**src/rtl/vec_stream_if.sv**
```systemverilog
// vec_stream_if: host write port (wr_*) and consumer stream port (m_*, frame_sent, banks_full) of vec_stream_tx
interface vec_stream_if #(parameter int WIDTH = 8);
  logic signed [WIDTH-1:0] wr_data;
  logic wr_valid;
  logic wr_ready;
  logic signed [WIDTH-1:0] m_data_out;
  logic m_valid;
  logic m_ready;
  logic frame_sent;
  logic [1:0] banks_full;
  modport master (
    input  wr_data, wr_valid, m_ready,
    output wr_ready, m_data_out, m_valid, frame_sent, banks_full
  );
  modport slave (
    output wr_data, wr_valid, m_ready,
    input  wr_ready, m_data_out, m_valid, frame_sent, banks_full
  );
endinterface

```
**src/rtl/vec_stream_tx.sv**
```systemverilog
// vec_stream_tx: ping-pong LEN-sample frame buffer streamed out over valid/ready; ports clk, reset, bus (vec_stream_if.master)
module vec_stream_tx #(
  parameter int WIDTH  = 8,
  parameter int LEN    = 5,
  parameter int LOGLEN = 3
) (
  input logic clk,
  input logic reset,
  vec_stream_if.master bus
);
  localparam logic [LOGLEN-1:0] LAST = LOGLEN'(LEN - 1);
  localparam logic [LOGLEN-1:0] DONE = LOGLEN'(LEN);
  typedef enum logic {IDLE, SEND} state_t;
  state_t state;
  logic signed [WIDTH-1:0] mem [2][LEN];
  logic [1:0] full;
  logic [1:0] set_full;
  logic [1:0] clr_full;
  logic wbank;
  logic rbank;
  logic [LOGLEN-1:0] widx;
  logic [LOGLEN-1:0] ridx;
  logic wr_acc;
  logic rd_last;
  assign bus.wr_ready = !reset && !full[wbank];
  assign wr_acc = bus.wr_valid && bus.wr_ready;
  assign rd_last = state == SEND && bus.m_valid && bus.m_ready && ridx == DONE;
  assign set_full = {2{wr_acc && widx == LAST}} & (wbank ? 2'b10 : 2'b01);
  assign clr_full = {2{rd_last}} & (rbank ? 2'b10 : 2'b01);
  assign bus.banks_full = full;
  always_ff @(posedge clk)
    if (reset) begin
      state          <= IDLE;
      full           <= '0;
      wbank          <= 1'b0;
      rbank          <= 1'b0;
      widx           <= '0;
      ridx           <= '0;
      bus.m_valid    <= 1'b0;
      bus.m_data_out <= '0;
      bus.frame_sent <= 1'b0;
    end else begin
      bus.frame_sent <= rd_last;
      full <= (full | set_full) & ~clr_full;
      if (wr_acc) begin
        mem[wbank][widx] <= bus.wr_data;
        widx  <= widx == LAST ? '0 : widx + 1'b1;
        wbank <= widx == LAST ? ~wbank : wbank;
      end
      if (state == IDLE) begin
        if (full[rbank]) begin
          bus.m_data_out <= mem[rbank][0];
          bus.m_valid    <= 1'b1;
          ridx           <= LOGLEN'(1);
          state          <= SEND;
        end
      end else if (bus.m_valid && bus.m_ready) begin
        if (ridx == DONE) begin
          rbank <= ~rbank;
          if (full[~rbank]) begin
            bus.m_data_out <= mem[~rbank][0];
            ridx           <= LOGLEN'(1);
          end else begin
            bus.m_valid <= 1'b0;
            ridx        <= '0;
            state       <= IDLE;
          end
        end else begin
          bus.m_data_out <= mem[rbank][ridx];
          ridx           <= ridx + 1'b1;
        end
      end
    end
endmodule

```
**src/flat_wrapper.sv**
```systemverilog
// flat-port wrapper written by rule: the top's interface ports become plain ports
module vec_stream_tx_flat 
#(
  parameter int WIDTH  = 8,
  parameter int LEN    = 5,
  parameter int LOGLEN = 3
)
  (clk, reset, bus_wr_data, bus_wr_valid, bus_m_ready, bus_wr_ready, bus_m_data_out, bus_m_valid, bus_frame_sent, bus_banks_full);
  vec_stream_if #(.WIDTH(WIDTH)) bus_i ();
  input logic clk;
  input logic reset;
  input wire logic [$bits(bus_i.wr_data)-1:0] bus_wr_data;
  input wire logic [$bits(bus_i.wr_valid)-1:0] bus_wr_valid;
  input wire logic [$bits(bus_i.m_ready)-1:0] bus_m_ready;
  output wire logic [$bits(bus_i.wr_ready)-1:0] bus_wr_ready;
  output wire logic [$bits(bus_i.m_data_out)-1:0] bus_m_data_out;
  output wire logic [$bits(bus_i.m_valid)-1:0] bus_m_valid;
  output wire logic [$bits(bus_i.frame_sent)-1:0] bus_frame_sent;
  output wire logic [$bits(bus_i.banks_full)-1:0] bus_banks_full;
  assign bus_i.wr_data = bus_wr_data;
  assign bus_i.wr_valid = bus_wr_valid;
  assign bus_i.m_ready = bus_m_ready;
  assign bus_wr_ready = bus_i.wr_ready;
  assign bus_m_data_out = bus_i.m_data_out;
  assign bus_m_valid = bus_i.m_valid;
  assign bus_frame_sent = bus_i.frame_sent;
  assign bus_banks_full = bus_i.banks_full;
  vec_stream_tx #(.WIDTH(WIDTH), .LEN(LEN), .LOGLEN(LOGLEN)) u_core (.clk(clk), .reset(reset), .bus(bus_i));
endmodule
```
**config.mk**
```make
export PLATFORM = sky130hd
export DESIGN_NAME = vec_stream_tx_flat
export DESIGN_NICKNAME = d
export VERILOG_FILES = /design/src/rtl/vec_stream_if.sv /design/src/rtl/vec_stream_tx.sv /design/src/flat_wrapper.sv
export SDC_FILE = /design/constraint.sdc
export NUM_CORES = 1
export LEC_CHECK = 0
export ABC_CLOCK_PERIOD_IN_PS = 2950
export BUFFER_PORTS_ARGS = -buffer_cell sky130_fd_sc_hd__buf_2
export CORE_ASPECT_RATIO = 1.25
export CORE_UTILIZATION = 51
export DETAILED_ROUTE_END_ITERATION = 10
export PLACE_DENSITY = 0.69
export SETUP_SLACK_MARGIN = 0.5
export SLEW_MARGIN = 20
export SYNTH_ARGS = -nofsm -noshare
export SYNTH_HDL_FRONTEND = slang
export SYNTH_SLANG_ARGS = --single-unit
```
**constraint.sdc**
```tcl
create_clock -name clk -period 2.95 [get_ports clk]
set_clock_uncertainty 0.2 [all_clocks]
set_input_delay 0.1475 -clock clk [delete_from_list [all_inputs] [get_ports clk]]
set_output_delay 0.1475 -clock clk [all_outputs]
set_load 0.1 [all_outputs]
```
Word-level counts from Yosys, hierarchy flattened
Memory sizes are Yosys's and may differ from the RTL's. A register that Yosys moved wholly into a read port is not among the register bits.
Index checks and enable logic that the tools add are counted.

cells by class
  add/sub/neg operators = 2
  magnitude comparators = 6
  equal/unequal tests = 6
  mux-type cells = 39
  bitwise gates (word level) = 9
  reductions and logical operators = 16

operator list
  kind                                                                           number
  8-bit 2-to-1 mux                                                               8
  40-bit 2-to-1 mux                                                              1
  8-bit binary-select mux with 3-bit select                                      1
  8-bit demux with 3-bit select                                                  1
  1-bit 2-to-1 mux                                                               21
  3-bit 2-to-1 mux                                                               5
  4-bit >= comparator (second input constant)                                    2
  1-bit logical AND                                                              8
  3-bit inverter with 4-bit output                                               2
  3-bit by 1-bit adder with 3-bit output (second input constant)                 2
  2-bit AND                                                                      3
  3-bit == test (second input constant)                                          2
  1-bit by 2-bit less-than comparator with 1-bit output (second input constant)  3
  2-bit != test (second input constant)                                          3
  3-bit AND reduction                                                            2
  4-bit by 1-bit less-than comparator with 1-bit output (second input constant)  1
  2-bit 2-to-1 mux                                                               2
  2-bit AND reduction                                                            2
  4-bit AND reduction                                                            1
  3-bit != test (second input constant)                                          1
  1-bit logical NOT                                                              2
  1-bit inverter                                                                 2
  2-bit inverter                                                                 1
  2-bit OR                                                                       1
  2-bit nonzero test                                                             1

storage, ports and cells
  register bits = 21
  memory bits (writable) = 80
  input bits = 12
  word-level logic and storage cells = 88
  memories = 1

memories
  memory      words  width  read ports  clocked after Yosys merged registers in  write ports  line                 text
  u_core.mem  2      40     2           1                                        1            vec_stream_tx.sv:15  logic signed [WIDTH-1:0] mem [2][LEN];

Longest topological paths before layout
  word-level depth = 9
  mapped depth = 7
  depth with buffers taken out = 6

Least setup slack after synthesis
No wires, ideal clock.

  kind = flip-flop to flip-flop
  from = register u_core.full[0] (netlist: u_core.bus.banks_full[0])
  to = memory u_core.mem[1][0] in the netlist's numbering (enable)
  library setup time = 0.398 ns
  data arrival time = 2.406 ns
  path slack = -0.054 ns
  cell stages (with the launch flop) = 5
  path buffers = 0
  period minus slack after synthesis = 3.004 ns
  path through = dfxtp_1 > mux2_4 > nor3_4 > nand2_1 > nor4b_1

between the ends
  word-level cells in the longest chain between the ends = 8

ends and longest elaborated chain
  what                                                  line                 text
  start: declaration                                    vec_stream_tx.sv:16  logic [1:0] full;
  start signal: assignment                              vec_stream_tx.sv:44  full <= (full | set_full) & ~clr_full;
  1-bit 2-to-1 mux (not written as such) (2 in series)  vec_stream_tx.sv:25  assign bus.wr_ready = !reset && !full[wbank];
  1-bit logical NOT                                     vec_stream_tx.sv:25
  1-bit logical AND                                     vec_stream_tx.sv:25
  1-bit logical AND                                     vec_stream_tx.sv:26  assign wr_acc = bus.wr_valid && bus.wr_ready;
  1-bit 2-to-1 mux                                      vec_stream_tx.sv:45  if (wr_acc) begin
  1-bit 2-to-1 mux                                      vec_stream_tx.sv:32  if (reset) begin
  40-bit 2-to-1 mux (not written as such)               vec_stream_tx.sv:46  mem[wbank][widx] <= bus.wr_data;
  end: declaration                                      vec_stream_tx.sv:15

No other way between the ends. The select of a mux whose other input is x is not followed.

Worst setup path after layout
  from = register u_core.wbank
  to = memory u_core.mem[0][8] in the netlist's numbering (enable)

between the ends
  word-level cells in the longest chain between the ends = 8

ends and longest elaborated chain
  what                                                  line                 text
  start: declaration                                    vec_stream_tx.sv:19  logic wbank;
  start signal: assignment                              vec_stream_tx.sv:48  wbank <= widx == LAST ? ~wbank : wbank;
  1-bit 2-to-1 mux (not written as such) (2 in series)  vec_stream_tx.sv:25
  1-bit logical NOT                                     vec_stream_tx.sv:25
  1-bit logical AND                                     vec_stream_tx.sv:25
  1-bit logical AND                                     vec_stream_tx.sv:26
  1-bit 2-to-1 mux                                      vec_stream_tx.sv:45
  1-bit 2-to-1 mux                                      vec_stream_tx.sv:32
  40-bit 2-to-1 mux (not written as such)               vec_stream_tx.sv:46

Several ways; a longest one is shown, not always the timed one. The select of a mux whose other input is x is not followed.

==> impl_metrics.yaml <==
yosys:
  synth_edf_count: 80
  synthCells: 329
  async_reset_ff_share_pct: 0
  yosys-top-cells-area: "edfxtp_1 54%, mux2i_1 12%, dfxtp_1 9.9%"
  netlist_area_sq_mm: 0.00444
  ys.flop_type: "edfxtp_1"
  yosysTopAreaCellShare_pct: 54.1
  synth_nets: 343
  avgSynthCellArea_sq_um: 13.5
  ys_ff_latch: 102
  yosys.area.top_type: "edfxtp_1"
  synth_seq_area_share_pct: 64.1
  synthDistinctLibCells: 42
  yosysWarnings: 0
critical_path:
  start_kind: "register"
  reg2regPathDepth: 5
  end_kind: "register"
  r2r-start: "u_core.wbank"
  cp-endpoint: "u_core.mem[0][8]"
  worstSetupPathDepth: 5
  r2r_slack_ns: 0.61
  crit_path_max_fanout: 8
  path_cells: "mux2_4 > nor3_4 > or3b_4 > nor2_1 > buf_4"
  timing.rr.end: "u_core.mem[0][8]"
  arrival_ns: 2.23
  critical-path-top-delay-family: "simple AND/OR/NAND/NOR gates"
  critPathRequiredTime_ns: 2.84
  critPathSlowestCell: "dfxtp_1"
  path_class: "reg2reg"
  crit_start: "u_core.wbank"
  max_stage_delay_ns: 0.53
  cp.buffers_inverters: 1
timing:
  period_needed_ns: 2.34
  post-route-period-util_pct: 79.2
  slew_violations: 0
  tns_ns: 0
  hold_slack_ns: 0.0880
  finalHoldViolCount: 0
  timing.fmax_ghz: 0.428
  rsz0062_at_grt: "no"
  slew_headroom_pct: 44.2
  setup_viol: 0
  worst_pin_slew_ns: 0.832
floorplanning:
  die_y_um: 106
  ios: 25
  die_x_um: 85.4
  core_sq_mm: 0.00833
  num_rows: 37
  design.die.area_sq_mm: 0.00908
  start_util_pct: 53.3
route:
  drt-total-wl_um: 9320
  via_per_inst: 6.06
  antenna_left: 0
  first_pass_iters: 5
  drc_errors: 0
  num_vias: 2817
  routedWlPerCell_um: 20.0
  drt-initial-drc-count: 176
flow_run:
  drv_cap: 0
place:
  place.gp.congestion: 0.877
  port_buffers: 24
  hpwlAfterDp_um: 6560
grt:
  grt_pass1_vias: 2788
  antenna_found_initial: 0
  grt_max_degree: 29
  grt.overflow.total: 0
  grt_usage_pct: 22.2
  grt_pass1_wl_um: 14700
clocking:
  cts.sink_count: 102
  htreeDepth: 3
  path_clk_slew_ns: 0.11
  cts_buffer_depth: 2
  cts_tree: "built"
  clk_latency_ns: 0.37
  cts_buffers: 9
  root_buffer: "clkbuf_8"
pwr:
  p_leak_nw: 1.54
  vdd_drop_max_mv: 0.323
  power_density_mw_per_mm2: 502
final_layout:
  syn_to_final_growth_pct: 12.4
  antenna_cells: 0
  nNetsFinal: 377
  drive_gt1_share_pct: 18.8
run_status:
  status: "complete, no violations"
hold_path:
  min_path_type: "in2reg"
[tightest hold or removal path, cell delays in order]
cell and delay (ns):
buf_2 0.13, buf_4 0.23, nor2_1 0.12
[synthesized netlist by cell type (2+ instances only)]
| master | number |
|---|---|
| edfxtp_1 | 80 |
| mux2i_1 | 51 |
| o22ai_1 | 24 |
| dfxtp_1 | 22 |
| nor3_1 | 22 |
| a21oi_1 | 14 |
| nor2_1 | 14 |
| buf_2 | 11 |
| a22oi_1 | 8 |
| clkbuf_1 | 8 |
| inv_1 | 8 |
| nand2_1 | 8 |
| o311ai_0 | 8 |
| o32a_1 | 8 |
| nand2b_1 | 5 |
| buf_1 | 4 |
| a211oi_1 | 2 |
| buf_6 | 2 |
| ha_1 | 2 |
| nand3b_1 | 2 |
| nand4_1 | 2 |
| o21ai_0 | 2 |
| or2_2 | 2 |
| xnor2_1 | 2 |
[state kept, by name (all words and copies together) (netlist names), named ones only]
signal                 count
u_core.mem                80
u_core.bus.m_data_out      8
u_core.rbank               1
u_core.bus.frame_sent      1
u_core.widx                3
u_core.state               1
u_core.wbank               1
u_core.ridx                3
u_core.bus.banks_full      2
u_core.bus.m_valid         1
[kinds of logic after synthesis]
family,share of synthesized area [%]
XOR/XNOR,0.592
buffers and inverters,3.52
AND/OR/NAND/NOR,8.37
flip-flops,64.1
AO/OA/AOI/OAI,11.1
multiplexers,11.8
adder cells (fa/ha/maj),0.564
[what timing repair did]
action / in CTS / in global routing
resized for setup: 1 / 1
hold buffers: 9 / 0
setup endpoints to repair: 8 / 16
endpoints found under the hold margin: 82 / 0
setup buffers: 0 / 1
pin swaps: 0 / 1
gates cloned: 0 / 0
[through the flow]
stage	utilization (%)	area, sq um	worst slack (ns)	total power [W]	std cells
6_report	59.8	4990	0.614	0.00250	465
4_1_cts	59.7	4970	0.538	0.00252	464
5_1_grt	59.8	4990	0.507	0.00259	465
3_5_place_dp	56.3	4690	0.494	0.00169	439
3_3_place_gp	56.3	4690	0.548	0.00169	439
2_1_floorplan	-	4470	0.464	0.00165	329
[power by group]
part           internal [W]  switching (W)
Combinational     0.0000382      0.0000618
Sequential          0.00156      0.0000115
Clock              0.000326       0.000509
[cells in the final DEF, fill, tap and decap left out, types with 2 or more instances in the layout]
cell,netlist,layout
buf_4,0,15
clkbuf_8,0,9
dlygate4sd3_1,0,9
xnor2_1,2,2
nand4_1,2,2
edfxtp_1,80,80
nor2_1,14,14
dfxtp_2,0,2
nand2b_1,5,5
nand2_1,8,8
o21ai_0,2,2
dfxtp_1,22,20
or2_2,2,2
inv_1,8,8
inv_6,0,2
o22ai_1,24,24
o311ai_0,8,8
ha_1,2,2
nor3_4,1,3
mux2i_1,51,51
nand3b_1,2,2
nor3_1,22,21
clkinv_4,0,2
buf_2,11,24
a21oi_1,14,14
o32a_1,8,8
a211oi_1,2,2
inv_8,0,2
a22oi_1,8,8
[metal layers]
metal | global-route usage [%] | part of all wire, % | up-vias
met5 | 0 | 0 | -
met4 | 8.81 | 2.4 | 0
met3 | 4.27 | 4.5 | 15
met2 | 37.0 | 49 | 102
met1 | 28.7 | 44 | 1351
li1 | - | - | 1349
[layout make-up]
type                    instances  area [sq um]
inverters                       9          33.8
repair buffers                 48           323
well taps                      97           121
multi-input cells             193          1480
clock buffers                   9           124
flip-flops and latches        102          2850
clock inverters                 7          62.6
fillers                       668          3350
[how the worst min path moves through the flow]
stage / startpoint / endpoint / cells after the start
6_report: reset / register / 3
5_1_grt: reset / u_core.bus.frame_sent / 3
4_1_cts: reset / u_core.bus.frame_sent / 3
3_5_place_dp: u_core.bus.banks_full[0] / u_core.bus.banks_full[0] / 2
3_3_place_gp: u_core.bus.banks_full[0] / u_core.bus.banks_full[0] / 2
2_1_floorplan: bus_wr_data[0] / u_core.mem[0][0] / 0
Power figures use the tool's default switching activity.
